<file path="config.mk">
export PLATFORM = sky130hd
export DESIGN_NAME = uart_tx_arbiter_flat
export DESIGN_NICKNAME = d
export VERILOG_FILES = /design/src/rtl/uart_tx_arbiter_if.sv /design/src/rtl/uart_tx_arbiter.sv /design/src/flat_wrapper.sv
export SDC_FILE = /design/constraint.sdc
export NUM_CORES = 1
export LEC_CHECK = 0
export ABC_CLOCK_PERIOD_IN_PS = 2100
export CORE_MARGIN = 2
export CORE_UTILIZATION = 45
export CTS_CLUSTER_SIZE = 8
export DETAILED_ROUTE_END_ITERATION = 8
export GPL_TIMING_DRIVEN = 0
export PLACE_DENSITY = 0.78
export SLEW_MARGIN = 10
export SYNTH_ARGS = -nofsm -noshare
export SYNTH_HDL_FRONTEND = slang
export SYNTH_SLANG_ARGS = --single-unit
</file>
<file path="constraint.sdc">
create_clock -name Clk -period 2.1 [get_ports Clk]
set_input_delay 0.315 -clock Clk [delete_from_list [all_inputs] [get_ports Clk]]
set_output_delay 0.315 -clock Clk [all_outputs]
set_load 0.1 [all_outputs]
</file>
<file path="src/rtl/uart_tx_arbiter_if.sv">
// uart_tx_arbiter_if: requester, transmitter and status signals shared by uart_tx_arbiter and its users
interface uart_tx_arbiter_if #(parameter int NUM_REQ = 4);
  logic [NUM_REQ-1:0]   req;
  logic [8*NUM_REQ-1:0] req_data;
  logic [NUM_REQ-1:0]   req_ack;
  logic [2:0]           baud_cfg;
  logic [7:0]           tx_data_byte;
  logic                 tx_send_en;
  logic [2:0]           tx_baud_set;
  logic                 tx_done;
  logic                 busy;
  logic [2:0]           grant_idx;
  logic                 timeout_err;
  modport master (
    output req, req_data, baud_cfg, tx_done,
    input  req_ack, tx_data_byte, tx_send_en, tx_baud_set, busy, grant_idx, timeout_err
  );
  modport slave (
    input  req, req_data, baud_cfg, tx_done,
    output req_ack, tx_data_byte, tx_send_en, tx_baud_set, busy, grant_idx, timeout_err
  );
endinterface

</file>
<file path="src/rtl/uart_tx_arbiter.sv">
// uart_tx_arbiter: round-robin sharing of one UART byte transmitter among NUM_REQ requesters.
// Define ARB_TIMEOUT_EN to abort a frame whose tx_done does not arrive within TIMEOUT_CYC WAIT cycles.
module uart_tx_arbiter #(
  parameter int          NUM_REQ     = 4,
  parameter logic [23:0] TIMEOUT_CYC = 24'd200000
) (
  input logic         Clk,
  input logic         Rst,
  uart_tx_arbiter_if.slave bus
);
  typedef enum logic [1:0] {IDLE, START, WAIT} state_t;
  localparam logic [NUM_REQ-1:0] ONE = 1;
  state_t state_q, state_d;
  logic [2:0] last_q, last_d, grant_q, grant_d, baud_q, baud_d, sel, idx;
  logic [7:0] data_q, data_d, sel_data;
  logic [NUM_REQ-1:0] ack_q, ack_d, req_sh;
  logic [8*NUM_REQ-1:0] data_sh;
  logic send_q, send_d, busy_q, busy_d, hit, done, expire;
  // Scan downward so the last hit kept is the nearest one above last_q.
  always_comb begin
    sel = '0;
    sel_data = '0;
    hit = 1'b0;
    idx = '0;
    req_sh = '0;
    data_sh = '0;
    for (int i = NUM_REQ; i >= 1; i--) begin
      idx = 3'((int'(last_q) + i) % NUM_REQ);
      req_sh = bus.req >> idx;
      data_sh = bus.req_data >> {idx, 3'b000};
      if (req_sh[0]) begin
        sel = idx;
        sel_data = data_sh[7:0];
        hit = 1'b1;
      end
    end
  end
  always_comb begin
    state_d = state_q;
    last_d = last_q;
    grant_d = grant_q;
    data_d = data_q;
    baud_d = baud_q;
    done = state_q == WAIT && (bus.tx_done || expire);
    if (state_q == IDLE) begin
      baud_d = bus.baud_cfg;
      if (hit) begin
        state_d = START;
        grant_d = sel;
        data_d = sel_data;
      end
    end
    if (state_q == START) state_d = WAIT;
    if (done) begin
      state_d = IDLE;
      last_d = grant_q;
    end
    send_d = state_q == START;
    busy_d = state_d != IDLE;
    ack_d = done ? ONE << grant_q : '0;
  end
  always_ff @(posedge Clk or posedge Rst)
    if (Rst) begin
      state_q <= IDLE;
      last_q <= 3'(NUM_REQ - 1);
      grant_q <= '0;
      data_q <= '0;
      baud_q <= '0;
      send_q <= 1'b0;
      busy_q <= 1'b0;
      ack_q <= '0;
    end else begin
      state_q <= state_d;
      last_q <= last_d;
      grant_q <= grant_d;
      data_q <= data_d;
      baud_q <= baud_d;
      send_q <= send_d;
      busy_q <= busy_d;
      ack_q <= ack_d;
    end
`ifdef ARB_TIMEOUT_EN
  logic [23:0] cnt_q, cnt_d;
  logic err_q, err_d;
  // A tx_done landing on the expiry cycle wins, so no error is flagged then.
  assign cnt_d = state_q == WAIT ? cnt_q + 24'd1 : '0;
  assign expire = cnt_d == TIMEOUT_CYC;
  assign err_d = state_q == WAIT && expire && !bus.tx_done;
  always_ff @(posedge Clk or posedge Rst)
    if (Rst) begin
      cnt_q <= '0;
      err_q <= 1'b0;
    end else begin
      cnt_q <= cnt_d;
      err_q <= err_d;
    end
  assign bus.timeout_err = err_q;
`else
  logic unused_timeout;
  assign unused_timeout = ^TIMEOUT_CYC;
  assign expire = 1'b0;
  assign bus.timeout_err = 1'b0;
`endif
  assign bus.req_ack = ack_q;
  assign bus.tx_data_byte = data_q;
  assign bus.tx_send_en = send_q;
  assign bus.tx_baud_set = baud_q;
  assign bus.busy = busy_q;
  assign bus.grant_idx = grant_q;
endmodule
</file>
<file path="src/flat_wrapper.sv">
// flat-port wrapper written by rule: the top's interface ports become plain ports
module uart_tx_arbiter_flat 
#(
  parameter int          NUM_REQ     = 4,
  parameter logic [23:0] TIMEOUT_CYC = 24'd200000
)
  (Clk, Rst, bus_req, bus_req_data, bus_baud_cfg, bus_tx_done, bus_req_ack, bus_tx_data_byte, bus_tx_send_en, bus_tx_baud_set, bus_busy, bus_grant_idx, bus_timeout_err);
  uart_tx_arbiter_if #(.NUM_REQ(NUM_REQ)) bus_i ();
  input logic Clk;
  input logic Rst;
  input wire logic [$bits(bus_i.req)-1:0] bus_req;
  input wire logic [$bits(bus_i.req_data)-1:0] bus_req_data;
  input wire logic [$bits(bus_i.baud_cfg)-1:0] bus_baud_cfg;
  input wire logic [$bits(bus_i.tx_done)-1:0] bus_tx_done;
  output wire logic [$bits(bus_i.req_ack)-1:0] bus_req_ack;
  output wire logic [$bits(bus_i.tx_data_byte)-1:0] bus_tx_data_byte;
  output wire logic [$bits(bus_i.tx_send_en)-1:0] bus_tx_send_en;
  output wire logic [$bits(bus_i.tx_baud_set)-1:0] bus_tx_baud_set;
  output wire logic [$bits(bus_i.busy)-1:0] bus_busy;
  output wire logic [$bits(bus_i.grant_idx)-1:0] bus_grant_idx;
  output wire logic [$bits(bus_i.timeout_err)-1:0] bus_timeout_err;
  assign bus_i.req = bus_req;
  assign bus_i.req_data = bus_req_data;
  assign bus_i.baud_cfg = bus_baud_cfg;
  assign bus_i.tx_done = bus_tx_done;
  assign bus_req_ack = bus_i.req_ack;
  assign bus_tx_data_byte = bus_i.tx_data_byte;
  assign bus_tx_send_en = bus_i.tx_send_en;
  assign bus_tx_baud_set = bus_i.tx_baud_set;
  assign bus_busy = bus_i.busy;
  assign bus_grant_idx = bus_i.grant_idx;
  assign bus_timeout_err = bus_i.timeout_err;
  uart_tx_arbiter #(.NUM_REQ(NUM_REQ), .TIMEOUT_CYC(TIMEOUT_CYC)) u_core (.Clk(Clk), .Rst(Rst), .bus(bus_i));
endmodule
</file>
==> impl_metrics.json <==
{
  "cts-root-buf": "clkbuf_8",
  "core_um2": 5040,
  "cts.sinks": 23,
  "startpoint": "u_core.last_q[0]",
  "insertion_delay_ps": 270,
  "viasPerCell": 6.26,
  "ant_nets": 0,
  "worst_setup_path_start_kind": "register",
  "place.gp.congestion": 0.916,
  "power_frac_comb": 0.787,
  "ff2ff_path_depth": 5,
  "vias": 2296,
  "synth-seq-area-share": 0.248,
  "cp.required_ps": 2260,
  "p_sw_frac": 0.552,
  "ioPinCount": 63,
  "drive_above_1_share": 0.303,
  "period_needed_ps": 2100,
  "slew_violations": 0,
  "critical_path_arrival_ps": 2250,
  "ys.warnings.count": 0,
  "hpwl_um": 4970,
  "hold_depth": 2,
  "synth_top_cell_by_area": "dfrtp_1",
  "die_x_um": 76.0,
  "grt.total_usage": 0.245,
  "setup_ws_ps": 2.45,
  "grt_max_degree": 24,
  "setup_violations": 0,
  "critical_path.max_fanout": 6,
  "row_count": 26,
  "htree_levels": 1,
  "die_h_um": 76.0,
  "fin_util": 0.661,
  "drc": 0,
  "pwr_density_cell_nw_per_um2": 1520,
  "final_cell_mix": "clkdlybuf4s50_1 (45), dfrtp_1 (21), mux4_2 (20), a21oi_1 (14), buf_4 (13)",
  "intPower_uw": 2270,
  "ctsHoldBuffers": 0,
  "reg2reg_slack_ps": 2,
  "p_switching_uw": 2800,
  "cap_viol_max_count": 0,
  "cts_buffers": 3,
  "worst-setup-path-type": "register to register",
  "fill_cells": 417,
  "syn_inst": 223,
  "initial_core_util": 0.462,
  "hold_viol": 0,
  "stdcell_area_um2": 3330,
  "hp-class": "register to register",
  "wl_per_cell_um": 19.6,
  "synth_ff_type": "dfrtp_1",
  "dieArea_um2": 5770,
  "grt_antenna_before_repair": 0,
  "power_uw": 5070,
  "drt-pass1-iter-count": 5,
  "r2r-start": "u_core.last_q[0]",
  "fin_crit_sh": 0.999,
  "clock_path_buffers": 2,
  "port_buffers": 60,
  "ys_seq_elements": 23,
  "clkTransAtPathRegs_ps": 80,
  "ir_drop_mv": 0.871,
  "skew_ps": 4.15,
  "min_from": "u_core.bus.tx_data_byte[1]",
  "dpl_cell_area_um2": 3020,
  "area_growth_pct": 43.0,
  "seqPwrFrac": 0.156,
  "tightest_slew_ps": 976,
  "nets": 340,
  "synth_top_area_frac": 0.226,
  "grt_pass1_wl_um": 11400,
  "antenna_cells": 0,
  "grt_remaining_overflow": 0,
  "status": "complete, no violations",
  "synth_edf_count": 0,
  "netlist_top_cells_area": "dfrtp_1 (23%), mux4_2 (18%), mux2i_1 (5.6%), mux4_1 (4.5%), mux2_2 (3.4%)",
  "cts_tree": "yes",
  "async_flop_share": 1.00,
  "clkPwrFrac": 0.057,
  "critPathCaptureType": "register",
  "avgSynthCellArea_um2": 10.4,
  "slew_headroom": 0.348,
  "drtIter0Drc": 201,
  "postRouteWirelength_um": 7190,
  "final_common_cell": "clkdlybuf4s50_1",
  "synth_area_um2": 2330,
  "timing.fmax_mhz": 477,
  "power.leakage_uw": 0.00134,
  "dp_slack_ps": -387,
  "grt_pass1_vias": 2233,
  "synth.distinct_cells": 47,
  "rsz0062_at_grt": "true"
}
## registers in the layout, summed over array words and instances, names as in the netlist
name,count
u_core.bus.tx_baud_set,3
u_core.bus.req_ack,4
u_core.bus.grant_idx,2
u_core.state_q,2
u_core.last_q,2
u_core.bus.tx_data_byte,8
u_core.bus.busy,1
u_core.bus.tx_send_en,1
## cell type report
type / instances / area [um2] / area share
Multi-Input combinational cell: 169 / 1680 / 0.504
Timing Repair Buffer: 69 / 687 / 0.206
Sequential cell: 23 / 578 / 0.173
Buffer: 21 / 215 / 0.0646
Tap cell: 70 / 87.6 / 0.0263
Clock buffer: 4 / 45.0 / 0.0135
Inverter: 11 / 41.3 / 0.0124
## timing repair
| item | CTS | global route |
|---|---|---|
| setup endpoints to repair | 14 | 16 |
| setup buffers | 6 | 3 |
| resized for setup | 26 | 36 |
| pin swaps | 3 | 5 |
## metrics by stage
| step | std cells | hold WS (ps) | TNS [ps] |
|---|---|---|---|
| after floorplan | 224 | 315 | 0 |
| final | 367 | 503 | 0 |
| after CTS | 364 | 516 | -3.77 |
| after detailed placement | 354 | 497 | -2870 |
| after global routing | 367 | 535 | -34.2 |
| after global placement | 354 | 489 | -2510 |
## path summary, 6_finish.rpt
kind | end
worst min register to register | u_core.bus.tx_data_byte[1]
worst max-delay path | u_core.bus.tx_data_byte[0]
worst max register to register | u_core.bus.tx_data_byte[0]
worst min-delay path | u_core.bus.tx_data_byte[1]
max in group asynchronous | u_core.bus.tx_data_byte[1]
min in group asynchronous | u_core.bus.tx_baud_set[0]
## worst max-delay path, cell delays in order, from the launching register on
cell and delay [ps]:
dfstp_2 580, mux4_2 530, or3_4 350, buf_6 150
a311oi_2 270, a221oi_2 100
## power by group through the flow
stage | clock [uW] | combinational [uW] | sequential [uW]
2_1_floorplan | 0 | 1670 | 1870
3_3_place_gp | 0 | 3530 | 792
3_5_place_dp | 0 | 3590 | 796
4_1_cts | 289 | 3750 | 794
5_1_grt | 313 | 4180 | 826
6_report | 287 | 3990 | 792
## cell usage after synthesis, drive strengths merged (2+ instances only)
cell type / count
mux4: 23
dfrtp: 21
buf: 19
a21oi: 14
mux2i: 13
nand2: 12
nor2: 12
inv: 11
o21ai: 10
mux2: 7
nand2b: 7
o211ai: 7
a211oi: 6
a221oi: 6
a31oi: 6
and2: 6
nand3b: 6
a311oi: 5
o311ai: 4
a21o: 3
nor3: 3
or2: 3
and3: 2
clkbuf: 2
dfstp: 2
nor3b: 2
or3b: 2
## cell families after synthesis
family	Yosys count	synth area share
simple gates	60	0.143
other cells	1	0.00161
mux	43	0.318
buf+inv	32	0.0795
flops	23	0.248
compound gates	64	0.209
## layer usage
metal | wire length, um | global-route usage
met1 | 2810 | 0.332
met2 | 3630 | 0.411
met3 | 604 | 0.0369
met4 | 144 | 0.0727
met5 | 0 | 0
(Power assumes the default switching activity.)
